==> src/rtl/scsi_sd_arbiter.sv <==
// ---------------------------------------------------------------------------
// scsi_sd_arbiter
//
// Shares one host SD block interface between two SCSI target instances
// (ID 0 and ID 1). Each target holds io_rd/io_wr with a block address until
// it sees its io_ack. Targets are granted one at a time, round-robin. The
// host ack and the host buffer write strobe go only to the granted target.
// Requests to an unmounted target get a local one-cycle ack and never reach
// the host.
//
// Ports
//   clk, rst             clock; synchronous active-high reset
//   mounted[1:0]         bit n set = image present for target n
//   tN_lba/rd/wr         target N block address and level-held requests
//   tN_ack               target N io_ack (combinational)
//   tN_buff_din          target N sector-buffer read data
//   tN_buff_wr           host buffer write strobe, gated to target N
//   sd_lba/rd/wr         host block address and requests (registered)
//   sd_ack               host ack, high for the whole sector transfer
//   sd_buff_wr           host buffer write strobe
//   sd_buff_din          buffer data to host, muxed from the owner
//   owner                currently or most recently granted target
//   err[1:0]             sticky per-target host timeout flag
//
// TIMEOUT_CYC: number of REQ cycles to wait for sd_ack; 0 waits forever.
// ---------------------------------------------------------------------------
module scsi_sd_arbiter #(
    parameter int unsigned TIMEOUT_CYC = 0
) (
    input  logic        clk,
    input  logic        rst,
    input  logic [1:0]  mounted,
    input  logic [31:0] t0_lba,
    input  logic        t0_rd,
    input  logic        t0_wr,
    output logic        t0_ack,
    input  logic [7:0]  t0_buff_din,
    output logic        t0_buff_wr,
    input  logic [31:0] t1_lba,
    input  logic        t1_rd,
    input  logic        t1_wr,
    output logic        t1_ack,
    input  logic [7:0]  t1_buff_din,
    output logic        t1_buff_wr,
    output logic [31:0] sd_lba,
    output logic        sd_rd,
    output logic        sd_wr,
    input  logic        sd_ack,
    input  logic        sd_buff_wr,
    output logic [7:0]  sd_buff_din,
    output logic        owner,
    output logic [1:0]  err
);

    typedef enum logic [2:0] {
        IDLE = 3'd0,
        REQ  = 3'd1,
        XFER = 3'd2,
        FAKE = 3'd3,
        DONE = 3'd4
    } state_t;

    localparam logic        TMO_EN   = (TIMEOUT_CYC != 32'd0);
    localparam logic [31:0] TMO_LAST = 32'(TIMEOUT_CYC) - 32'd1;

    state_t      state_r, state_s;
    logic        owner_r, owner_s;
    logic        last_r,  last_s;
    logic        sd_rd_r, sd_rd_s;
    logic        sd_wr_r, sd_wr_s;
    logic [31:0] sd_lba_r, sd_lba_s;
    logic [1:0]  err_r,   err_s;
    logic [31:0] tmo_cnt_r, tmo_cnt_s;

    logic        pend0_s, pend1_s;
    logic        sel_s;
    logic        sel_rd_s;
    logic        active_s;
    logic        fake_s;
    logic        xfer_s;

    // State and datapath registers; reset leaves last=1 so target 0 wins the first tie.
    always_ff @(posedge clk) begin
        if (rst) begin
            state_r   <= IDLE;
            owner_r   <= 1'b0;
            last_r    <= 1'b1;
            sd_rd_r   <= 1'b0;
            sd_wr_r   <= 1'b0;
            sd_lba_r  <= 32'd0;
            err_r     <= 2'b00;
            tmo_cnt_r <= 32'd0;
        end else begin
            state_r   <= state_s;
            owner_r   <= owner_s;
            last_r    <= last_s;
            sd_rd_r   <= sd_rd_s;
            sd_wr_r   <= sd_wr_s;
            sd_lba_r  <= sd_lba_s;
            err_r     <= err_s;
            tmo_cnt_r <= tmo_cnt_s;
        end
    end

    // Arbitration, next-state and next-register values.
    always_comb begin
        state_s   = state_r;
        owner_s   = owner_r;
        last_s    = last_r;
        sd_rd_s   = sd_rd_r;
        sd_wr_s   = sd_wr_r;
        sd_lba_s  = sd_lba_r;
        err_s     = err_r;
        tmo_cnt_s = 32'd0;

        pend0_s  = t0_rd | t0_wr;
        pend1_s  = t1_rd | t1_wr;
        // On a tie the target that was not served last wins; otherwise the
        // only pending one (pend1 alone selects 1, pend0 alone selects 0).
        if (pend0_s && pend1_s) begin
            sel_s = ~last_r;
        end else begin
            sel_s = pend1_s;
        end
        // Read takes priority when a target raises both; the write stays pending.
        if (sel_s) begin
            sel_rd_s = t1_rd;
        end else begin
            sel_rd_s = t0_rd;
        end

        case (state_r)
            IDLE: begin
                if (pend0_s || pend1_s) begin
                    owner_s  = sel_s;
                    last_s   = sel_s;
                    sd_lba_s = sel_s ? t1_lba : t0_lba;
                    if (mounted[sel_s]) begin
                        state_s = REQ;
                        sd_rd_s = sel_rd_s;
                        sd_wr_s = ~sel_rd_s;
                    end else begin
                        state_s = FAKE;
                    end
                end else begin
                    state_s = IDLE;
                end
            end
            REQ: begin
                if (sd_ack) begin
                    sd_rd_s = 1'b0;
                    sd_wr_s = 1'b0;
                    state_s = XFER;
                end else if (TMO_EN && (tmo_cnt_r == TMO_LAST)) begin
                    // Host never answered: release it and complete locally.
                    sd_rd_s = 1'b0;
                    sd_wr_s = 1'b0;
                    err_s   = err_r | (owner_r ? 2'b10 : 2'b01);
                    state_s = FAKE;
                end else if (TMO_EN) begin
                    tmo_cnt_s = tmo_cnt_r + 32'd1;
                end else begin
                    tmo_cnt_s = 32'd0;
                end
            end
            XFER: begin
                if (!sd_ack) begin
                    state_s = DONE;
                end else begin
                    state_s = XFER;
                end
            end
            FAKE: begin
                state_s = DONE;
            end
            DONE: begin
                // One dead cycle lets the served target drop its request.
                state_s = IDLE;
            end
            default: begin
                state_s = IDLE;
                sd_rd_s = 1'b0;
                sd_wr_s = 1'b0;
            end
        endcase
    end

    // Ack and buffer-strobe routing to the owner only.
    always_comb begin
        active_s   = (state_r == REQ) || (state_r == XFER);
        fake_s     = (state_r == FAKE);
        xfer_s     = (state_r == XFER);
        t0_ack     = ~owner_r & ((sd_ack & active_s) | fake_s);
        t1_ack     =  owner_r & ((sd_ack & active_s) | fake_s);
        t0_buff_wr = ~owner_r & sd_buff_wr & xfer_s;
        t1_buff_wr =  owner_r & sd_buff_wr & xfer_s;
    end

    // Owner is frozen from grant to IDLE, so this mux is stable for a sector.
    always_comb begin
        if (owner_r) begin
            sd_buff_din = t1_buff_din;
        end else begin
            sd_buff_din = t0_buff_din;
        end
    end

    assign sd_lba = sd_lba_r;
    assign sd_rd  = sd_rd_r;
    assign sd_wr  = sd_wr_r;
    assign owner  = owner_r;
    assign err    = err_r;

endmodule
==> config.mk <==
export PLATFORM = sky130hd
export DESIGN_NAME = scsi_sd_arbiter
export DESIGN_NICKNAME = d
export VERILOG_FILES = /design/src/rtl/scsi_sd_arbiter.sv
export SDC_FILE = /design/constraint.sdc
export NUM_CORES = 1
export LEC_CHECK = 0
export ABC_AREA = 1
export CAP_MARGIN = 40
export CELL_PAD_IN_SITES_DETAIL_PLACEMENT = 0
export CELL_PAD_IN_SITES_GLOBAL_PLACEMENT = 1
export CORE_ASPECT_RATIO = 0.5
export CORE_UTILIZATION = 23
export DETAILED_ROUTE_END_ITERATION = 10
export PLACE_DENSITY = 0.86
export SYNTH_ARGS = -nofsm -noshare
export SYNTH_HDL_FRONTEND = slang
export SYNTH_SLANG_ARGS = --single-unit
export TNS_END_PERCENT = 30
==> constraint.sdc <==
create_clock -name clk -period 1.5 [get_ports clk]
set_clock_uncertainty 0.15 [all_clocks]
set_input_delay 0.3 -clock clk [delete_from_list [all_inputs] [get_ports clk]]
set_output_delay 0.3 -clock clk [all_outputs]
set_load 0.01 [all_outputs]
==> impl_metrics.yaml, run 1 <==
status:
  status: "complete, but fails checks"
  violations: "setup timing"
timing:
  rsz0062_at_grt: "true"
  slew_viol_final: 0
  hold_violations: 0
  setup_viol: 43
  post-route-worst-setup-slack_ns: -0.109
  fin_setup_tns_ns: -2.76
  period_needed_ns: 1.61
  fmax_mhz: 621
  fin_crit_sh_pct: 107
grt:
  first_global_vias: 2407
  antenna_found_initial: 0
  grt_pass1_wl_mm: 11.8
  grt_usage_pct: 15.9
  grt_overflow: 0
  grt_max_degree: 32
floorplan:
  die_y_um: 69.2
  die_w_um: 136
  die_area_mm2: 0.00944
  rows: 24
  num_io_pins: 139
  start_util_pct: 23.8
  core_area_mm2: 0.00874
detailed_routing:
  vias: 2528
  drt-initial-drc-count: 54
  drt-pass1-iter-count: 4
  via_per_inst: 4.26
  drt_wl_total_mm: 7.19
  ant_nets: 0
  drc: 0
  routedWlPerCell_um: 12.1
place:
  place_congestion: 0.791
  portBuffers: 136
  hpwl_mm: 4.99
yosys:
  postSynthCellCount: 310
  synth_warnings: 0
  ys_ff_latch: 39
  yosysUniqueCellTypes: 23
  netlist_area_mm2: 0.00208
  yosysSeqAreaShare_pct: 37.6
  postSynthAreaPerCell_um2: 6.70
pwr:
  ir_worst_vdd_v: 0.000593
  p_leak_nw: 2.05
  p_per_area_mw_per_mm2: 1530
finish:
  fillerInstances: 914
  diodes: 0
  syn_to_final_growth_pct: 94.4
  layout.nets: 566
  drive_gt1_share_pct: 19.7
  post-route-util_pct: 46.2
setup_path:
  start_kind: "register"
  cp_max_fo: 4
  slowest_delay_ns: 0.37
  critPathKind: "register to primary output"
  crit_required_ns: 1.05
  arrival_ns: 1.16
  crit_slowest_cell: "dfxtp_2"
  crit_start: "state_r[1]"
  crit_chain: "buf_6 -> nand3_4 -> nor3_2 -> buf_2"
  r2r-start: "state_r[0]"
  end_kind: "primary output"
clock_tree:
  clock-sinks: 39
  tritoncts: "done"
  htree_levels: 2
  clockBufferDepth: 2
  clk-insertion-delay-late_ns: 0.28
  cts_made_buffers: 5
  holdBufCountCts: 0
  clk_pin_slew_ns: 0.06
  ctsRootBufferMaster: "clkbuf_16"
job:
  drv_cap: 0
worst_hold_path:
  hp-class: "register to register"
  worstHoldStart: "sd_lba[12]"
per-layer routing:
metal	track usage, %	wire, um
met2	27.6	3660
met1	19.7	3170
met4	5.43	110
met3	2.63	255
met5	0	0
where the power goes:
group,switching [mW],total [mW],internal (mW)
Combinational,1.69,3.35,1.66
Clock,0.420,1.19,0.775
Sequential,0.204,1.64,1.44
cells by family (layout without fill, tap and decap cells):
logic type	Yosys count	after routing	share of synthesized area [%]
AND/OR/NAND/NOR	168	168	33.7
flip-flops	39	39	37.6
buffers and inverters	62	227	14.3
AO/OA/AOI/OAI	40	40	14.3
other	1	2	0.180
critical path: cells and delay by family (launching register included):
family	cells	cell delay, ns
buffers and inverters	2	0.27
DFF	1	0.37
and+or+nand+nor	2	0.24
Yosys cell counts, drive strengths merged:
library cell / n / share of area [%]
nor2: 14 / 2.8
dfxtp: 39 / 38
nand2: 109 / 20
o22ai: 1 / 0.30
nor3b: 1 / 0.36
inv: 41 / 7.4
nor3: 3 / 0.72
buf: 15 / 5.8
o211ai: 32 / 12
o21ai: 1 / 0.78
clkbuf: 4 / 0.72
conb: 1 / 0.18
a21oi: 6 / 1.6
nand3: 39 / 9.4
or2: 1 / 0.30
clkinv: 2 / 0.36
nand3b: 1 / 0.36
worst paths after layout:
check	endpoint	slack [ns]	cells after the start
min	sd_lba[12]	0.34	2
max reg2reg	sd_lba[4]	-0.10	8
max	t1_buff_wr	-0.11	4
min reg2reg	sd_lba[12]	0.34	2
area by class of cell:
cell class | instances | area, um^2 | area share [%]
Clock buffer | 5 | 125 | 3.10
Clock inverter | 2 | 37.5 | 0.929
Timing Repair Buffer | 177 | 1670 | 41.2
Multi-Input combinational cell | 210 | 1110 | 27.4
Inverter | 43 | 171 | 4.24
Sequential cell | 39 | 788 | 19.5
Tap cell | 117 | 146 | 3.62
per-stage QoR:
stage | total power, mW | cells | instance area, um^2 | setup slack, ns | hold slack, ns
finish | 6.19 | 593 | 4040 | -0.109 | 0.337
global route | 6.70 | 593 | 4040 | -0.199 | 0.362
CTS | 6.29 | 593 | 4000 | -0.131 | 0.340
detailed placement | 4.84 | 576 | 3740 | -0.652 | 0.327
global placement | 4.82 | 576 | 3740 | -0.635 | 0.328
floorplan | 3.30 | 311 | 2080 | 0.0864 | 0.219
sequential cells by signal, summed over array words and instances (netlist names):
register,count
last_r,1
owner,1
sd_wr,1
state_r,3
sd_rd,1
sd_lba,32
placed cells by master, fill, tap and decap left out, types with 3 or more instances in the layout:
cell,instances
nor2_1,9
buf_12,4
nand3_1,36
dlygate4sd2_1,39
inv_1,38
o211ai_1,32
clkdlybuf4s50_1,84
dfxtp_2,3
a21oi_1,5
dfxtp_1,35
nor2_2,3
nand2_1,97
buf_6,8
buf_4,29
clkbuf_16,6
buf_2,10
nand2_2,10
repair_timing:
action                                  4_1_cts  5_1_grt
pin swaps                                     5        4
gates cloned                                  2        1
resized for setup                           120       23
setup buffers                                 8        3
endpoints found under the setup margin       83       51
Power figures use the tool's default switching activity.
==> inputs of run 2 (changes only) <==
SKIP_CTS_REPAIR_TIMING = 1   (was default)
==> run 2 against run 1 <==
Final area is 7.8% higher. Count of clock-buffer cells in the layout unchanged. Combinational power is 20% higher. Wire length up 6.1%. The run still ends with setup timing left. Flip-flop and latch count unchanged. Largest cell class unchanged. Via count rose by 1.2%.
==> impl_metrics.yaml, run 2 (synthesized netlist as in run 1, its figures left out) <==
grt:
  grt_overflow: 0
  grt_pass1_wl_mm: 11.1
  grt_max_degree: 47
  grt_usage_pct: 14.9
  antenna_found_initial: 0
  first_global_vias: 2298
place:
  place_congestion: 0.791
  hpwl_mm: 4.99
  portBuffers: 136
  dpl-instance-area_mm2: 0.00374
setup_path:
  cpLargestDelayFamily: "buffers and inverters"
  crit_slowest_cell: "dfxtp_2"
  arrival_ns: 1.72
  start_kind: "register"
  slowest_delay_ns: 0.33
  cp_max_fo: 11
  end_kind: "register"
  crit_buf_inv: 4
  crit_chain: "buf_6 -> nor2_4 -> nand2_4 -> a21oi_4 -> buf_12 -> clkbuf_16 -> nand3_1 -> o211ai_1 -> inv_1"
  critPathKind: "register to register"
  crit_required_ns: 1.53
finish:
  drive_gt1_share_pct: 22.1
  post-route-util_pct: 49.8
  design_area_mm2: 0.00435
  layout_common_cells: "nand2_1 (96), clkdlybuf4s50_1 (85), inv_1 (38), dlymetal6s2s_1 (38), dfxtp_1 (36)"
  largest_register_ffs: 32
  diodes: 0
  layout.nets: 570
  mostFrequentLayoutCell: "nand2_1"
  syn_to_final_growth_pct: 110
clock_tree:
  clk_pin_slew_ns: 0.06
  tritoncts: "done"
  clock-sinks: 39
  ctsRootBufferMaster: "clkbuf_16"
  clk-insertion-delay-late_ns: 0.28
  cts_made_buffers: 5
  htree_levels: 2
  clockBufferDepth: 2
floorplan:
  start_util_pct: 23.8
  core_area_mm2: 0.00874
  rows: 24
  die_w_um: 136
  die_area_mm2: 0.00944
  num_io_pins: 139
  die_y_um: 69.2
timing:
  rsz0062_at_grt: "true"
  post-route-worst-setup-slack_ns: -0.189
  setup_viol: 39
  hold_violations: 0
  fin_crit_sh_pct: 113
  slew_viol_final: 0
  period_needed_ns: 1.69
  hold_ws_ns: 0.246
  fmax_mhz: 592
detailed_routing:
  via_per_inst: 4.28
  ant_nets: 0
  drc: 0
  vias: 2558
  routedWlPerCell_um: 12.8
  drt-initial-drc-count: 82
  drt_wl_total_mm: 7.64
  drt-pass1-iter-count: 4
pwr:
  seqPwrFrac_pct: 23.8
  p_int_mw: 4.40
  ir_worst_vdd_v: 0.000588
  pwr-share-clk_pct: 17.5
  power.switching_mw: 2.47
  p_sw_share_pct: 35.9
  p_leak_nw: 2.53
  p_per_area_mw_per_mm2: 1580
  power_frac_comb_pct: 58.7
job:
  drv_cap: 0
status:
  status: "complete, but fails checks"
  violations: "setup timing"
worst_hold_path:
  hp-class: "input pin to register"
[run 2: final cells by class]
| cell class | count | area [um^2] |
|---|---|---|
| Fill cell | 852 | 4380 |
| Timing Repair Buffer | 181 | 1950 |
| Multi-Input combinational cell | 210 | 1140 |
| Sequential cell | 39 | 787 |
| Inverter | 43 | 166 |
| Tap cell | 117 | 146 |
| Clock buffer | 5 | 125 |
| Clock inverter | 2 | 37.5 |
[run 2: stage by stage]
step,setup WS (ns),setup TNS (ns),instances,power [mW]
global route,-0.265,-8.44,597,7.36
global placement,-0.635,-20.53,576,4.82
floorplan,0.0864,0,311,3.30
detailed placement,-0.652,-21.10,576,4.84
CTS,-0.665,-15.91,583,6.08
finish,-0.189,-4.93,597,6.87
[run 2: per-layer routing]
layer,GRT usage [%],part of all wire [%],up-vias
met4,5.43,1.6,0
met3,2.49,3.3,8
met1,18.8,44,1173
li1,-,-,1333
met2,25.5,51,44
met5,0,0,-
[run 2: worst reg2reg max path, stage by stage (launching register included)]
cell       delay, ns
dfxtp_2         0.33
buf_6           0.11
nor2_4          0.13
nand2_4         0.07
a21oi_4         0.22
buf_12          0.18
clkbuf_16       0.17
nand3_1         0.08
o211ai_1        0.09
inv_1           0.05
[run 2: power groups by stage]
stage | sequential (mW) | clock, mW | combinational [mW]
3_3_place_gp | 1.64 | 0 | 3.18
4_1_cts | 1.63 | 1.24 | 3.21
6_report | 1.64 | 1.20 | 4.03
2_1_floorplan | 1.82 | 0 | 1.48
5_1_grt | 1.69 | 1.30 | 4.37
3_5_place_dp | 1.64 | 0 | 3.19
[run 2: final timing paths]
path	from	end	slack, ns	cells after the start
worst max-delay path	state_r[1]	sd_lba[14]	-0.19	9
worst min-delay path	sd_ack	state_r[2]	0.25	3
worst max register to register	state_r[1]	sd_lba[14]	-0.19	9
worst min register to register	sd_lba[24]	sd_lba[24]	0.33	2
